**src/rtl/countdown_timer_pkg.sv**
```systemverilog
// Shared types and constants for the countdown timer: FSM states, the BCD
// digit type and the digit limits used by the time counters.
package countdown_timer_pkg;

   typedef enum logic [1:0] {
      ST_IDLE  = 2'd0,
      ST_RUN   = 2'd1,
      ST_PAUSE = 2'd2,
      ST_ALARM = 2'd3
   } state_e;

   typedef logic [3:0] bcd_t;

   localparam bcd_t       SEC_TENS_MAX = 4'd5;
   localparam bcd_t       DIGIT_MAX    = 4'd9;
   localparam logic [6:0] MIN_MAX      = 7'd99;

   // Split a two-digit decimal limit into its tens digit.
   function automatic bcd_t tens_of(input logic [6:0] val);
      return 4'(val / 7'd10);
   endfunction

   // Split a two-digit decimal limit into its ones digit.
   function automatic bcd_t ones_of(input logic [6:0] val);
      return 4'(val % 7'd10);
   endfunction

endpackage

```
**src/rtl/countdown_timer_bcd_digit_counter.sv**
```systemverilog
// One BCD digit with increment/decrement enables, a run-time maximum and
// combinational carry/borrow outputs for chaining into the next digit.
module bcd_digit_counter
   import countdown_timer_pkg::*;
(
   input  logic clk,
   input  logic reset,
   input  logic clr,
   input  logic inc,
   input  logic dec,
   input  bcd_t max_val,
   output bcd_t value,
   output logic carry,
   output logic borrow
);

   bcd_t value_d;
   bcd_t value_q;

   // Next digit value; clear wins over inc, inc over dec.
   always_comb begin
      carry  = inc && (value_q == max_val);
      borrow = dec && (value_q == 4'd0);
      if (clr) begin
         value_d = 4'd0;
      end else if (inc) begin
         value_d = carry ? 4'd0 : value_q + 4'd1;
      end else if (dec) begin
         value_d = borrow ? max_val : value_q - 4'd1;
      end else begin
         value_d = value_q;
      end
   end

   // Digit register.
   always_ff @(posedge clk or posedge reset) begin
      if (reset) begin
         value_q <= 4'd0;
      end else begin
         value_q <= value_d;
      end
   end

   assign value = value_q;

endmodule

```
**src/rtl/countdown_timer.sv**
```systemverilog
// MM:SS countdown timer with IDLE/RUN/PAUSE/ALARM control and tick prescaler.
// Define TIMER_ALARM_BLINK_EN to make the alarm output blink while in ALARM.
module countdown_timer
   import countdown_timer_pkg::*;
#(
   parameter int unsigned TICKS_PER_SEC = 10,
   parameter int unsigned ALARM_SECS    = 30
) (
   input  logic clk,
   input  logic reset,
   input  logic tick,
   input  logic start,
   input  logic pause,
   input  logic clear,
   input  logic inc_min,
   input  logic inc_sec,
   output bcd_t min_tens,
   output bcd_t min_ones,
   output bcd_t sec_tens,
   output bcd_t sec_ones,
   output logic running,
   output logic alarm
);

   localparam logic [7:0]  PRESC_RELOAD = 8'(TICKS_PER_SEC - 1);
   localparam logic [15:0] ALARM_LAST   = 16'(ALARM_SECS - 1);

   state_e      state_d, state_q;
   logic [7:0]  presc_d, presc_q;
   logic [15:0] asec_d, asec_q;
   logic        running_d, running_q;
   logic        alarm_d, alarm_q;
   logic        dig_clr, sec_inc, min_inc, sec_dec;
   logic        so_carry, so_borrow, st_borrow, mo_carry, mo_borrow;
   logic        unused_st_carry, unused_mt_carry, unused_mt_borrow;
   logic        time_nz, time_one;

`ifdef TIMER_ALARM_BLINK_EN
   localparam int unsigned BLINK_HALF = (TICKS_PER_SEC / 2 < 1) ? 1 : TICKS_PER_SEC / 2;
   localparam logic [7:0]  BLINK_LAST = 8'(BLINK_HALF - 1);
   logic [7:0] blink_cnt_d, blink_cnt_q;
`endif

   assign time_nz  = |{min_tens, min_ones, sec_tens, sec_ones};
   assign time_one = ({min_tens, min_ones, sec_tens, sec_ones} == 16'h0001);

   // Control FSM: command priority clear > pause > start > inc, then tick handling.
   always_comb begin
      state_d = state_q;
      presc_d = presc_q;
      asec_d  = asec_q;
      dig_clr = 1'b0;
      sec_inc = 1'b0;
      min_inc = 1'b0;
      sec_dec = 1'b0;
      case (state_q)
         ST_IDLE: begin
            if (clear) begin
               dig_clr = 1'b1;
               presc_d = PRESC_RELOAD;
            end else if (pause) begin
               state_d = ST_IDLE;
            end else if (start) begin
               if (time_nz) begin
                  state_d = ST_RUN;
                  presc_d = PRESC_RELOAD;
               end else begin
                  state_d = ST_IDLE;
               end
            end else begin
               sec_inc = inc_sec;
               min_inc = inc_min;
            end
         end
         ST_RUN: begin
            if (clear) begin
               state_d = ST_IDLE;
               dig_clr = 1'b1;
               presc_d = PRESC_RELOAD;
            end else if (pause) begin
               state_d = ST_PAUSE;
            end else if (tick) begin
               if (presc_q == 8'd0) begin
                  presc_d = PRESC_RELOAD;
                  sec_dec = 1'b1;
                  state_d = time_one ? ST_ALARM : ST_RUN;
               end else begin
                  presc_d = presc_q - 8'd1;
               end
            end else begin
               state_d = ST_RUN;
            end
         end
         ST_PAUSE: begin
            if (clear) begin
               state_d = ST_IDLE;
               dig_clr = 1'b1;
               presc_d = PRESC_RELOAD;
            end else if (pause) begin
               state_d = ST_PAUSE;
            end else if (start) begin
               state_d = ST_RUN;
            end else begin
               state_d = ST_PAUSE;
            end
         end
         ST_ALARM: begin
            // A pause pulse outranks start, so start+pause is not an acknowledge.
            if (clear || (start && !pause)) begin
               state_d = ST_IDLE;
               dig_clr = 1'b1;
               presc_d = PRESC_RELOAD;
               asec_d  = 16'd0;
            end else if (tick) begin
               if (presc_q == 8'd0) begin
                  presc_d = PRESC_RELOAD;
                  if (asec_q == ALARM_LAST) begin
                     state_d = ST_IDLE;
                     dig_clr = 1'b1;
                     asec_d  = 16'd0;
                  end else begin
                     asec_d = asec_q + 16'd1;
                  end
               end else begin
                  presc_d = presc_q - 8'd1;
               end
            end else begin
               state_d = ST_ALARM;
            end
         end
         default: begin
            state_d = ST_IDLE;
            dig_clr = 1'b1;
            presc_d = PRESC_RELOAD;
            asec_d  = 16'd0;
         end
      endcase

      running_d = (state_d == ST_RUN);
`ifdef TIMER_ALARM_BLINK_EN
      blink_cnt_d = blink_cnt_q;
      if (state_d != ST_ALARM) begin
         alarm_d     = 1'b0;
         blink_cnt_d = 8'd0;
      end else if (state_q != ST_ALARM) begin
         alarm_d     = 1'b1;
         blink_cnt_d = 8'd0;
      end else if (tick) begin
         if (blink_cnt_q == BLINK_LAST) begin
            alarm_d     = ~alarm_q;
            blink_cnt_d = 8'd0;
         end else begin
            alarm_d     = alarm_q;
            blink_cnt_d = blink_cnt_q + 8'd1;
         end
      end else begin
         alarm_d = alarm_q;
      end
`else
      alarm_d = (state_d == ST_ALARM);
`endif
   end

   // Control and output registers.
   always_ff @(posedge clk or posedge reset) begin
      if (reset) begin
         state_q   <= ST_IDLE;
         presc_q   <= PRESC_RELOAD;
         asec_q    <= 16'd0;
         running_q <= 1'b0;
         alarm_q   <= 1'b0;
      end else begin
         state_q   <= state_d;
         presc_q   <= presc_d;
         asec_q    <= asec_d;
         running_q <= running_d;
         alarm_q   <= alarm_d;
      end
   end

`ifdef TIMER_ALARM_BLINK_EN
   // Ticks counted towards the next alarm blink toggle.
   always_ff @(posedge clk or posedge reset) begin
      if (reset) begin
         blink_cnt_q <= 8'd0;
      end else begin
         blink_cnt_q <= blink_cnt_d;
      end
   end
`endif

   // Seconds never carry into minutes; minutes wrap 99 -> 00 on their own.
   bcd_digit_counter u_sec_ones (
      .clk(clk), .reset(reset), .clr(dig_clr), .inc(sec_inc), .dec(sec_dec),
      .max_val(DIGIT_MAX), .value(sec_ones), .carry(so_carry), .borrow(so_borrow)
   );
   bcd_digit_counter u_sec_tens (
      .clk(clk), .reset(reset), .clr(dig_clr), .inc(so_carry), .dec(so_borrow),
      .max_val(SEC_TENS_MAX), .value(sec_tens), .carry(unused_st_carry), .borrow(st_borrow)
   );
   bcd_digit_counter u_min_ones (
      .clk(clk), .reset(reset), .clr(dig_clr), .inc(min_inc), .dec(st_borrow),
      .max_val(ones_of(MIN_MAX)), .value(min_ones), .carry(mo_carry), .borrow(mo_borrow)
   );
   bcd_digit_counter u_min_tens (
      .clk(clk), .reset(reset), .clr(dig_clr), .inc(mo_carry), .dec(mo_borrow),
      .max_val(tens_of(MIN_MAX)), .value(min_tens), .carry(unused_mt_carry), .borrow(unused_mt_borrow)
   );

   assign running = running_q;
   assign alarm   = alarm_q;

endmodule

```
**config.mk**
```make
export PLATFORM = sky130hd
export DESIGN_NAME = countdown_timer
export DESIGN_NICKNAME = d
export VERILOG_FILES = /design/src/rtl/countdown_timer_pkg.sv /design/src/rtl/countdown_timer_bcd_digit_counter.sv /design/src/rtl/countdown_timer.sv
export SDC_FILE = /design/constraint.sdc
export NUM_CORES = 1
export LEC_CHECK = 0
export ABC_AREA = 1
export CAP_MARGIN = 10
export CORE_ASPECT_RATIO = 1.75
export CORE_MARGIN = 2
export CORE_UTILIZATION = 59
export CTS_BUF_LIST = sky130_fd_sc_hd__clkbuf_16
export CTS_CLUSTER_DIAMETER = 30
export DETAILED_ROUTE_END_ITERATION = 10
export GPL_ROUTABILITY_DRIVEN = 0
export MAX_ROUTING_LAYER = met4
export PLACE_DENSITY_LB_ADDON = 0.05
export SLEW_MARGIN = 20
export SYNTH_ARGS = -nofsm -noshare
export SYNTH_HDL_FRONTEND = slang
export SYNTH_SLANG_ARGS = --single-unit
```
**constraint.sdc**
```tcl
create_clock -name clk -period 2.5 [get_ports clk]
set_clock_uncertainty 0.2 [all_clocks]
set_input_delay 0.5 -clock clk [delete_from_list [all_inputs] [get_ports clk]]
set_output_delay 0.5 -clock clk [all_outputs]
set_load 0.02 [all_outputs]
```
After elaboration in Yosys (flattened, before gate mapping) --
Index checks and enable logic that the tools add are counted.
Operators by class: $add $sub $neg 10, eq/ne operators 16, muxes and demuxes 71, reductions and logical operators 27
Operator list (count):
- 4-bit 2-to-1 mux | 20
- 8-bit 2-to-1 mux | 10
- 16-bit 2-to-1 mux | 4
- 8-bit one-hot mux with 4 select lines | 1
- 2-bit 2-to-1 mux | 15
- 1-bit 2-to-1 mux | 19
- 16-bit by 1-bit adder with 16-bit output (second input constant) | 1
- 4-bit by 1-bit adder with 4-bit output (second input constant) | 4
- 16-bit by 1-bit equality test with 1-bit output (second input constant) | 1
- 16-bit by 5-bit equality test with 1-bit output (second input constant) | 1
- 4-bit logical NOT | 4
- 16-bit OR reduction | 1
- 4-bit by 1-bit subtractor with 4-bit output (second input constant) | 4
- 4-bit equality test (second input constant) | 3
- 3-bit inequality test (second input constant) | 4
- 3-bit nonzero test | 4
- 1-bit logical AND | 9
- 8-bit logical NOT | 1
- 2-bit one-hot mux with 4 select lines | 1
- 8-bit by 1-bit subtractor with 8-bit output (second input constant) | 1
- 2-bit equality test (second input constant) | 3
- 5-bit AND reduction | 1
- 2-bit by 1-bit equality test with 1-bit output (second input constant) | 2
- 4-bit by 3-bit equality test with 1-bit output (second input constant) | 1
- other kinds (8) | 9
Word-level totals: bits in registers 44, input bits 8, word-level logic and storage cells 133

Logic depth before layout (Yosys ltp) --
Gate-level depths: netlist (run 1).
depth after elaboration 14, mapped depth 15

Modules after synthesis --
A second synthesis (run 1) with hierarchy kept.
Second synthesis, totals: cell total of the unflattened synthesis 606, area total of the unflattened synthesis 3925.0 um^2
By module, submodules not included:
- countdown_timer | instances 1, cells an instance 314, area each 2038.2 um^2, seq. area each 703.2 um^2
- bcd_digit_counter | instances 4, cells an instance 73, area each 471.7 um^2, seq. area each 100.1 um^2

Worst setup path after synthesis (run 1) --
No wires, ideal clock.
path type flip-flop to flip-flop, from register u_sec_ones.value_q[0] (netlist: u_sec_ones.value[0]), to register presc_q[6], setup time 0.119 ns, arrival time 1.625 ns, data required time 2.181 ns, path slack 0.555 ns, cell stages (with the launch flop) 11, buffers on the path 1, cell sequence dfrtp_1 inv_1 ha_1 inv_1 nor2_2 nand4_1 nand2_1 nand2_2 buf_2 a31oi_1 nor2_1
Between the ends: word-level cells in the longest chain between the ends 3
RTL lines:
- from (decl) | RTL line countdown_timer_bcd_digit_counter.sv:18 | bcd_t value_q;
- from (signal assigned) | RTL line countdown_timer_bcd_digit_counter.sv:40 | value_q <= value_d;
- 16-bit OR reduction | RTL line countdown_timer.sv:44 | assign time_nz = |{min_tens, min_ones, sec_tens, sec_ones};
- 3-bit inequality test (no source line)
- 5-bit AND reduction (no source line)
- to (signal assigned) | RTL line countdown_timer.sv:174 | presc_q <= presc_d;
- to (decl) | RTL line countdown_timer.sv:29 | logic [7:0] presc_d, presc_q;
Every way passes these cells. A chain may end at the register's enable or synchronous reset.

Final worst setup path (run 1) --
from register u_sec_ones.value_q[0] (netlist: u_sec_ones.value[0]), to register presc_q[1]
Same word-level chain as after synthesis.

==> results of run 1 <==
[through the flow]
step | cells | area (sq um)
global placement | 584 | 3730
detailed placement | 584 | 3730
floorplan | 477 | 3300
CTS | 592 | 3870
finish | 592 | 3870
global route | 592 | 3870
[metal layers]
layer	wire length (um)	vias to the layer above	track usage
met5	0	-	-
li1	-	1595	-
met2	4370	56	0.514
met4	281	0	0.119
met3	160	26	0.0389
met1	2870	1457	0.287
[area by class of cell]
cell class,instances,area [sq um]
clock buffer,5,125
clock inverter,3,15.0
fill,476,1620
inverter,79,297
multi-input combinational,349,1870
sequential,44,1100
tap,76,95.1
timing repair buffer,36,370
[synth_stat cells (2+ instances only)]
master / number / area, sq um
o21ai_0: 20 / 100
nor3_1: 8 / 40.0
xnor2_1: 2 / 17.5
nand3_2: 3 / 30.0
dfrtp_1: 42 / 1050
a21oi_1: 24 / 120
nand3b_1: 2 / 15.0
nand3_1: 41 / 205
inv_2: 12 / 45.0
a21boi_0: 2 / 15.0
o21ai_1: 5 / 25.0
nor2_4: 3 / 33.8
nor2_2: 3 / 18.8
o22ai_1: 2 / 12.5
nand2_1: 120 / 450
o211ai_1: 3 / 22.5
nand4_1: 13 / 81.3
buf_2: 3 / 15.0
xor2_1: 8 / 70.1
dfstp_2: 2 / 52.6
inv_1: 67 / 251
ha_1: 20 / 250
nor2_1: 49 / 184
nand2_2: 7 / 43.8
[power groups by stage]
stage	Sequential, mW	Clock (mW)	Combinational (mW)
floorplan	1.05	0	0.722
global placement	0.979	0	1.17
detailed placement	0.980	0	1.19
CTS	0.972	0.640	1.19
global route	0.990	0.677	1.34
finish	0.972	0.628	1.19
[kinds of logic after synthesis]
group / count (synthesis) / share of synthesized area
DFF: 44 / 0.334
adders and majority gates: 20 / 0.0758
buffers and inverters: 84 / 0.100
and+or+nand+nor: 255 / 0.353
xor gates and xnor gates: 10 / 0.0265
AOI/OAI and AO/OA: 64 / 0.110
[worst paths after layout]
path	start	endpoint	slack (ps)	cells after the start
setup / recovery	u_sec_ones.value[0]	presc_q[1]	260	10
hold / removal	asec_q[4]	asec_q[4]	320	2
setup reg to reg	u_sec_ones.value[0]	presc_q[1]	260	10
hold reg to reg	asec_q[4]	asec_q[4]	320	2
max in group asynchronous	reset	presc_q[3]	1460	3
min in group asynchronous	reset	u_min_ones.value[1]	360	3
[worst max-delay path: stages, from the launching register on]
cell,delay (ps)
dfrtp_1,440
inv_1,170
ha_1,170
inv_1,50
nor2_2,230
nand4_1,190
nand2_1,110
nand2_2,180
o21ai_2,200
nand2_1,90
a21oi_1,140
[flip-flops by register name, indices dropped and copies added, names as in the netlist]
| register | count |
|---|---|
| state_q | 2 |
| u_min_ones.value | 4 |
| running | 1 |
| u_sec_ones.value | 4 |
| asec_q | 16 |
| u_sec_tens.value | 4 |
| presc_q | 8 |
| u_min_tens.value | 4 |
| alarm | 1 |
==> reports/qor.csv, run 1 <==
metric,value,unit
"Area growth, synth to finish",17.3,%
Setup crit end kind,flop,
DRT iter0 DRCs,170,
status,completed,
initial core utilization,0.601,
Max-slew headroom,0.718,
DRC viols,0,
pin count of the biggest net entering global routing,45,
clock slew at reported path FFs,60,ps
Crit Path Max Fanout,15,
dominant synthesized flop cell,dfrtp_1,
sequential share of the synthesized area,0.334,
diode count,0,
Syn. warnings,0,
gr ovfl total,0,
Final Critical Period,2240,ps
initial antenna violation count,0,
Tot Pwr,2.79,mW
DR vias,3134,
I/O pin total,26,
"Distinct cells, synth",40,
routed wire length per instance,13.0,um
overall routing resource usage,0.281,
# Post-CTS Setup Buffers,0,
Fin Hold WS,323,ps
Worst EP arrival,2240,ps
nets,543,
Seq pwr share,0.348,
first-pass GRT wire length,13100,um
"commonest non-fill, non-tap cells in the layout","120 x nand2_1, 67 x inv_1, 49 x nor2_1",
CTS Root Cell,clkbuf_16,
setup ws final,262,ps
post-layout util,0.705,
Final ANT Viol Nets,0,
Setup crit start kind,flop,
number of synthesized register bits,44,
Longest Clk Path Bufs,2,
net load switching power,1.11,mW
Die H,103,um
CTS Buf Count,5,
fmax,447,MHz
CORE AREA,5500,sq um
share of cells above drive strength 1,0.105,
Final Setup Violations,0,
syn nets,505,
WP data required,2500,ps
Slew @ Worst Pin,420,ps
CTS tree,yes,
vias in the first global route,3052,
Pre-antenna DRT Iters,4,
worst hold path type,flop to flop,
Power Internal,1.68,mW
pre-CTS setup slack,-2.41,ps
setup TNS,0,ps
"commonest non-fill, non-tap cell in the layout",nand2_1,
Pleak,1.95,nW
Final Slew Violations,0,
Mapped Cells,477,
final WL,7680,um
worst skew pair latency,290,ps
num rows,36,
H-Tree Depth,2,
combinational power share,0.427,
die area,6240,sq um
switching share of power,0.398,
Final Cycle Share,0.895,
final hold vios,0,
hold buffers post-CTS,0,
clock share of power,0.225,
"EDFF count, synth",0,
Async SR Flop Fraction,1.00,
peak supply drop,0.546,mV
post-DP HPWL,6060,um
unrepaired setup endpoints after global routing,no,
quantity of I/O buffers inserted on ports,25,
Power Density,721,nW/um^2
vias per inst,5.29,
"Avg Cell Area, Syn",6.92,sq um
Die X,60.6,um
PostCTS Resize Cnt,0,
synthesized area,3300,sq um
number of max-cap violations,0,
critical path class,flop to flop,
clk sink count,44,
Power figures use the tool's default switching activity.
==> run 2: changes to the inputs <==
CORE_UTILIZATION = 50   (was 59)
==> reports/qor.csv, run 2 (synthesis gave the netlist of run 1 again) <==
metric,value,unit,change
status,completed,,
Slew @ Worst Pin,572,ps,+152 ps
critical path class,input port to flop,,
pin count of the biggest net entering global routing,45,,unchanged
Fin Hold WS,296,ps,-27.4 ps
Crit Path Max Fanout,6,,-9
hold buffers post-CTS,0,,unchanged
CORE AREA,6440,sq um,+17%
met3 wire len,174,um,+8.8%
clock slew at reported path FFs,70,ps,about the same
peak supply drop,0.555,mV,+1.6%
Pleak,1.95,nW,+0.14%
crit-path cells,clkdlybuf4s50_1 > inv_1 > nand3_1 > inv_1 > nand2_1 > nor2_2 > nand3_2 > nand3_1 > inv_1 > nand2_1 > o21ai_1,,
worst path buffer plus inverter count,4,,+2
DRC viols,0,,unchanged
Setup crit start kind,input port,,
Final ANT Viol Nets,0,,unchanged
final std cells w/o fill,602,,+1.7%
vias per inst,5.26,,-0.59%
setup ws final,218,ps,-43.2 ps
pre-CTS setup slack,-87.8,ps,-85.4 ps
Worst EP arrival,2260,ps,+20 ps
post-placement cell count,594,,+1.7%
final WL,7970,um,+3.8%
WP data required,2480,ps,-20 ps
Seq pwr share,0.344,,-0.004
gr ovfl total,0,,unchanged
CTS tree,yes,,
DR top layer,met4,,
register area,1100,sq um,unchanged
fmax,438,MHz,-1.9%
r2r setup slk,290,ps,+30 ps
register name with the most flops,asec_q,,
overall routing resource usage,0.243,,-0.0379
M1 wire length,3030,um,+5.8%
CTS Buf Count,5,,unchanged
H-Tree Depth,2,,unchanged
Final Critical Period,2280,ps,+43.1 ps
unrepaired setup endpoints after global routing,no,,
Pre-antenna DRT Iters,4,,unchanged
clock share of power,0.230,,+0.005
worst hold path type,flop to flop,,
diode count,0,,unchanged
die area,7300,sq um,+17%
PostCTS Resize Cnt,0,,unchanged
Final Cell Area,3890,sq um,+0.42%
Crit-path slowest cell,clkdlybuf4s50_1,,
num rows,39,,+8.3%
DR vias,3168,,+1.1%
Worst path most repeated cell,inv_1,,
post-layout util,0.604,,-0.101
Layout fillers,626,,+32%
"Cell Area, Placed",3750,sq um,+0.33%
combinational power share,0.425,,-0.002
Max-slew headroom,0.619,,-0.0992
Power Internal,1.68,mW,+0.13%
"commonest non-fill, non-tap cell in the layout",nand2_1,,
number of max-cap violations,0,,unchanged
# Post-CTS Setup Buffers,0,,unchanged
nets,547,,+0.74%
net load switching power,1.14,mW,+2.9%
DRT iter0 DRCs,128,,-25%
Die X,65.4,um,+8.1%
share of cells above drive strength 1,0.113,,+0.00881
Longest Clk Path Bufs,2,,unchanged
quantity of I/O buffers inserted on ports,25,,unchanged
first-pass GRT wire length,13500,um,+3.0%
vias in the first global route,3135,,+2.7%
clk sink count,44,,unchanged
Die H,112,um,+8.3%
max reg flops,16,,unchanged
Setup crit end kind,flop,,
"Area growth, synth to finish",17.8,%,
final hold vios,0,,unchanged
initial core utilization,0.513,,-0.0883
worst skew pair latency,290,ps,about the same
Largest regs,"asec_q (16), presc_q (8)",,
Final Setup Violations,0,,unchanged
CTS Root Cell,clkbuf_16,,
largest stage delay on the critical path,540,ps,+100 ps
switching share of power,0.405,,+0.00646
"commonest non-fill, non-tap cells in the layout","120 x nand2_1, 66 x inv_1, 49 x nor2_1",,
cell family with most CP delay,buffers and inverters,,
initial antenna violation count,0,,unchanged
wire length on met2,4530,um,+3.5%
post-DP HPWL,6280,um,+3.6%
area of the multi-input gates,1870,sq um,unchanged
Final Cycle Share,0.913,,+0.0173
I/O pin total,26,,unchanged
routed wire length per instance,13.2,um,+2.0%
Final Slew Violations,0,,unchanged
Power Density,726,nW/um^2,+0.80%
-- run 2: worst paths after layout --
path / start / to / cells past startpoint
max in group asynchronous: reset / presc_q[3] / 3
hold / removal: presc_q[0] / presc_q[0] / 2
hold reg to reg: presc_q[0] / presc_q[0] / 2
min in group asynchronous: reset / u_min_ones.value[2] / 3
setup reg to reg: presc_q[0] / u_min_ones.value[2] / 11
setup / recovery: clear / u_min_ones.value[2] / 11
-- run 2: per-stage QoR --
step / power [mW] / TNS (ps)
finish: 2.83 / 0
global route: 3.02 / 0
CTS: 2.84 / 0
detailed placement: 2.19 / -626
global placement: 2.17 / -231
floorplan: 1.77 / 0
-- run 2: cell type report --
class                      instances  area share
clock buffer                       5      0.0322
inverter                          79      0.0762
clock inverter                     3     0.00482
timing repair buffer              40      0.0965
sequential                        44       0.284
tap                               82      0.0264
multi-input combinational        349       0.480
-- run 2: power groups by stage --
stage,registers [mW],clock network (mW),logic (mW)
5_1_grt,0.995,0.681,1.35
3_5_place_dp,0.987,0,1.20
2_1_floorplan,1.05,0,0.722
6_report,0.973,0.651,1.20
4_1_cts,0.977,0.661,1.21
3_3_place_gp,0.987,0,1.18
-- run 2: routing by layer --
layer	GRT usage	vias to the layer above
met4	0.107	0
met5	-	-
li1	-	1609
met1	0.237	1495
met3	0.0232	16
met2	0.464	48
-- run 2: worst register-to-register path: stages (launching register included) --
cell     delay (ps)
dfstp_2         370
inv_1           120
ha_1            160
inv_1            30
nor2_1          150
nand3_2         180
nor2_2          290
nand3_2         200
nand3_1         190
inv_1           100
nand2_1          60
o21ai_1          60
==> run 3: changes to the inputs <==
clock period = 2.2 ns   (was 2.5 ns; I/O delays follow)
==> reports/qor.csv, run 3 (synthesis gave the netlist of run 1 again) <==
metric,value,unit,change
DR vias,3271,,+3.3%
Worst EP arrival,2110,ps,-150 ps
Final Cycle Share,0.963,,
first-pass GRT wire length,14000,um,+3.6%
die area,7300,sq um,unchanged
post-layout util,0.643,,+0.0392
CTS tree,yes,,
initial antenna violation count,0,,unchanged
Tot Pwr,3.44,mW,+22%
unrepaired setup endpoints after global routing,yes,,
post-placement cell count,619,,+4.2%
worst skew pair latency,290,ps,about the same
share of cells above drive strength 1,0.161,,+0.0480
Setup crit end kind,flop,,
Final ANT Viol Nets,0,,unchanged
Fin Hold WS,277,ps,-18.8 ps
hold buffers post-CTS,0,,unchanged
quantity of I/O buffers inserted on ports,25,,unchanged
number of max-cap violations,0,,unchanged
diode count,0,,unchanged
Final Setup Violations,0,,unchanged
Final Cell Area,4140,sq um,+6.5%
Slew @ Worst Pin,344,ps,-228 ps
clock slew at reported path FFs,60,ps,about the same
status,completed,,
grt met1 use,0.237,,-0.000958
num rows,39,,unchanged
WP data required,2190,ps,-290 ps
Setup crit start kind,flop,,
Layout fillers,625,,-0.16%
"commonest non-fill, non-tap cell in the layout",nand2_1,,
Final Critical Period,2120,ps,
pin count of the biggest net entering global routing,45,,unchanged
GR Layer Usage met2,0.461,,-0.00340
Die H,112,um,unchanged
Largest regs,"asec_q (16), presc_q (8)",,
final WL,8070,um,+1.2%
worst hold path type,input port to asynchronous set/reset pin,,
Worst path most repeated cell,inv_1,,
I/O pin total,26,,unchanged
clk sink count,44,,unchanged
Die X,65.4,um,unchanged
GR peak layer,met2,,
Crit Path Max Fanout,5,,-1
Final Slew Violations,0,,unchanged
setup ws final,81.9,ps,-137 ps
register area,1100,sq um,unchanged
final std cells w/o fill,627,,+4.2%
largest stage delay on the critical path,370,ps,-170 ps
Pleak,2.10,nW,+7.6%
Power Density,830,nW/um^2,+14%
fmax,472,MHz,
"commonest non-fill, non-tap cells in the layout","119 x nand2_1, 66 x inv_1, 47 x nor2_1",,
nets,572,,+4.6%
peak supply drop,0.729,mV,+31%
Longest Clk Path Bufs,2,,unchanged
vias in the first global route,3283,,+4.7%
register name with the most flops,asec_q,,
routed wire length per instance,12.9,um,-2.8%
area of the multi-input gates,1900,sq um,+1.7%
critical path class,flop to flop,,
pre-CTS setup slack,-231,ps,-143 ps
max reg flops,16,,unchanged
Max-slew headroom,0.769,,+0.150
DRC viols,0,,unchanged
"Cell Area, Placed",3950,sq um,+5.3%
initial core utilization,0.513,,unchanged
vias per inst,5.22,,-0.87%
CTS Buf Count,5,,unchanged
CTS Root Cell,clkbuf_16,,
crit-path cells,inv_1 > ha_1 > inv_1 > nor2_2 > nand3_4 > nor2_4 > nand4_2 > buf_4 > nand2_1 > nand3_1 > o21ai_0,,
"Area growth, synth to finish",25.5,%,
met3 Use GR,0.0384,,+0.0152
post-DP HPWL,6250,um,-0.46%
final hold vios,0,,unchanged
DRT iter0 DRCs,204,,+59%
H-Tree Depth,2,,unchanged
Pre-antenna DRT Iters,4,,unchanged
CORE AREA,6440,sq um,unchanged
gr ovfl total,0,,unchanged
Crit-path slowest cell,dfstp_2,,
overall routing resource usage,0.250,,+0.00731
setup TNS,0,ps,unchanged
[run 3: changes by cell type in the layout (fill, tap and decap cells not counted), sizes merged]
cell,change
buf,+25
inv,+1
bufinv,+1
clkinvlp,-2
[run 3: power by group]
group | switching, mW | leakage [nW] | internal, mW
combinational | 0.848 | 1.44 | 0.675
clock | 0.322 | 0.0850 | 0.530
sequential | 0.136 | 0.570 | 0.931
total | 1.31 | 2.10 | 2.14
[run 3: final cells by class]
| cell class | count | area share |
|---|---|---|
| tap | 82 | 0.0248 |
| clock inverter | 3 | 0.00936 |
| inverter | 79 | 0.0716 |
| sequential | 44 | 0.266 |
| clock buffer | 5 | 0.0302 |
| timing repair buffer | 65 | 0.139 |
| multi-input combinational | 349 | 0.459 |
[run 3: metal layers]
layer | part of all wire | vias to the layer above
li1 | - | 1662
met5 | 0 | -
met1 | 0.37 | 1507
met2 | 0.56 | 74
met4 | 0.041 | 0
met3 | 0.030 | 28
[run 3: final timing paths]
check | cells past startpoint | start | end | slack (ps)
hold reg to reg | 2 | presc_q[0] | presc_q[0] | 300
setup / recovery | 11 | presc_q[0] | u_min_ones.value[0] | 80
min in group clk | 2 | presc_q[0] | presc_q[0] | 300
hold / removal | 3 | reset | u_sec_ones.value[0] | 280
setup reg to reg | 11 | presc_q[0] | u_min_ones.value[0] | 80
max in group asynchronous | 3 | reset | presc_q[3] | 1220
[run 3: repair_timing]
| item | CTS | global route |
|---|---|---|
| setup endpoints to repair | 5 | 27 |
| pin swaps | 0 | 2 |
| hold endpoints to repair | 0 | 0 |
| setup buffers | 0 | 0 |
| resized for setup | 1 | 7 |
[run 3: worst max-delay path: cells and delay by family (launching register included)]
family,cells,cell delay [ps]
DFF,1,370
buffers and inverters,3,350
adders and majority gates,1,170
and+or+nand+nor,6,820
AOI/OAI and AO/OA,1,110
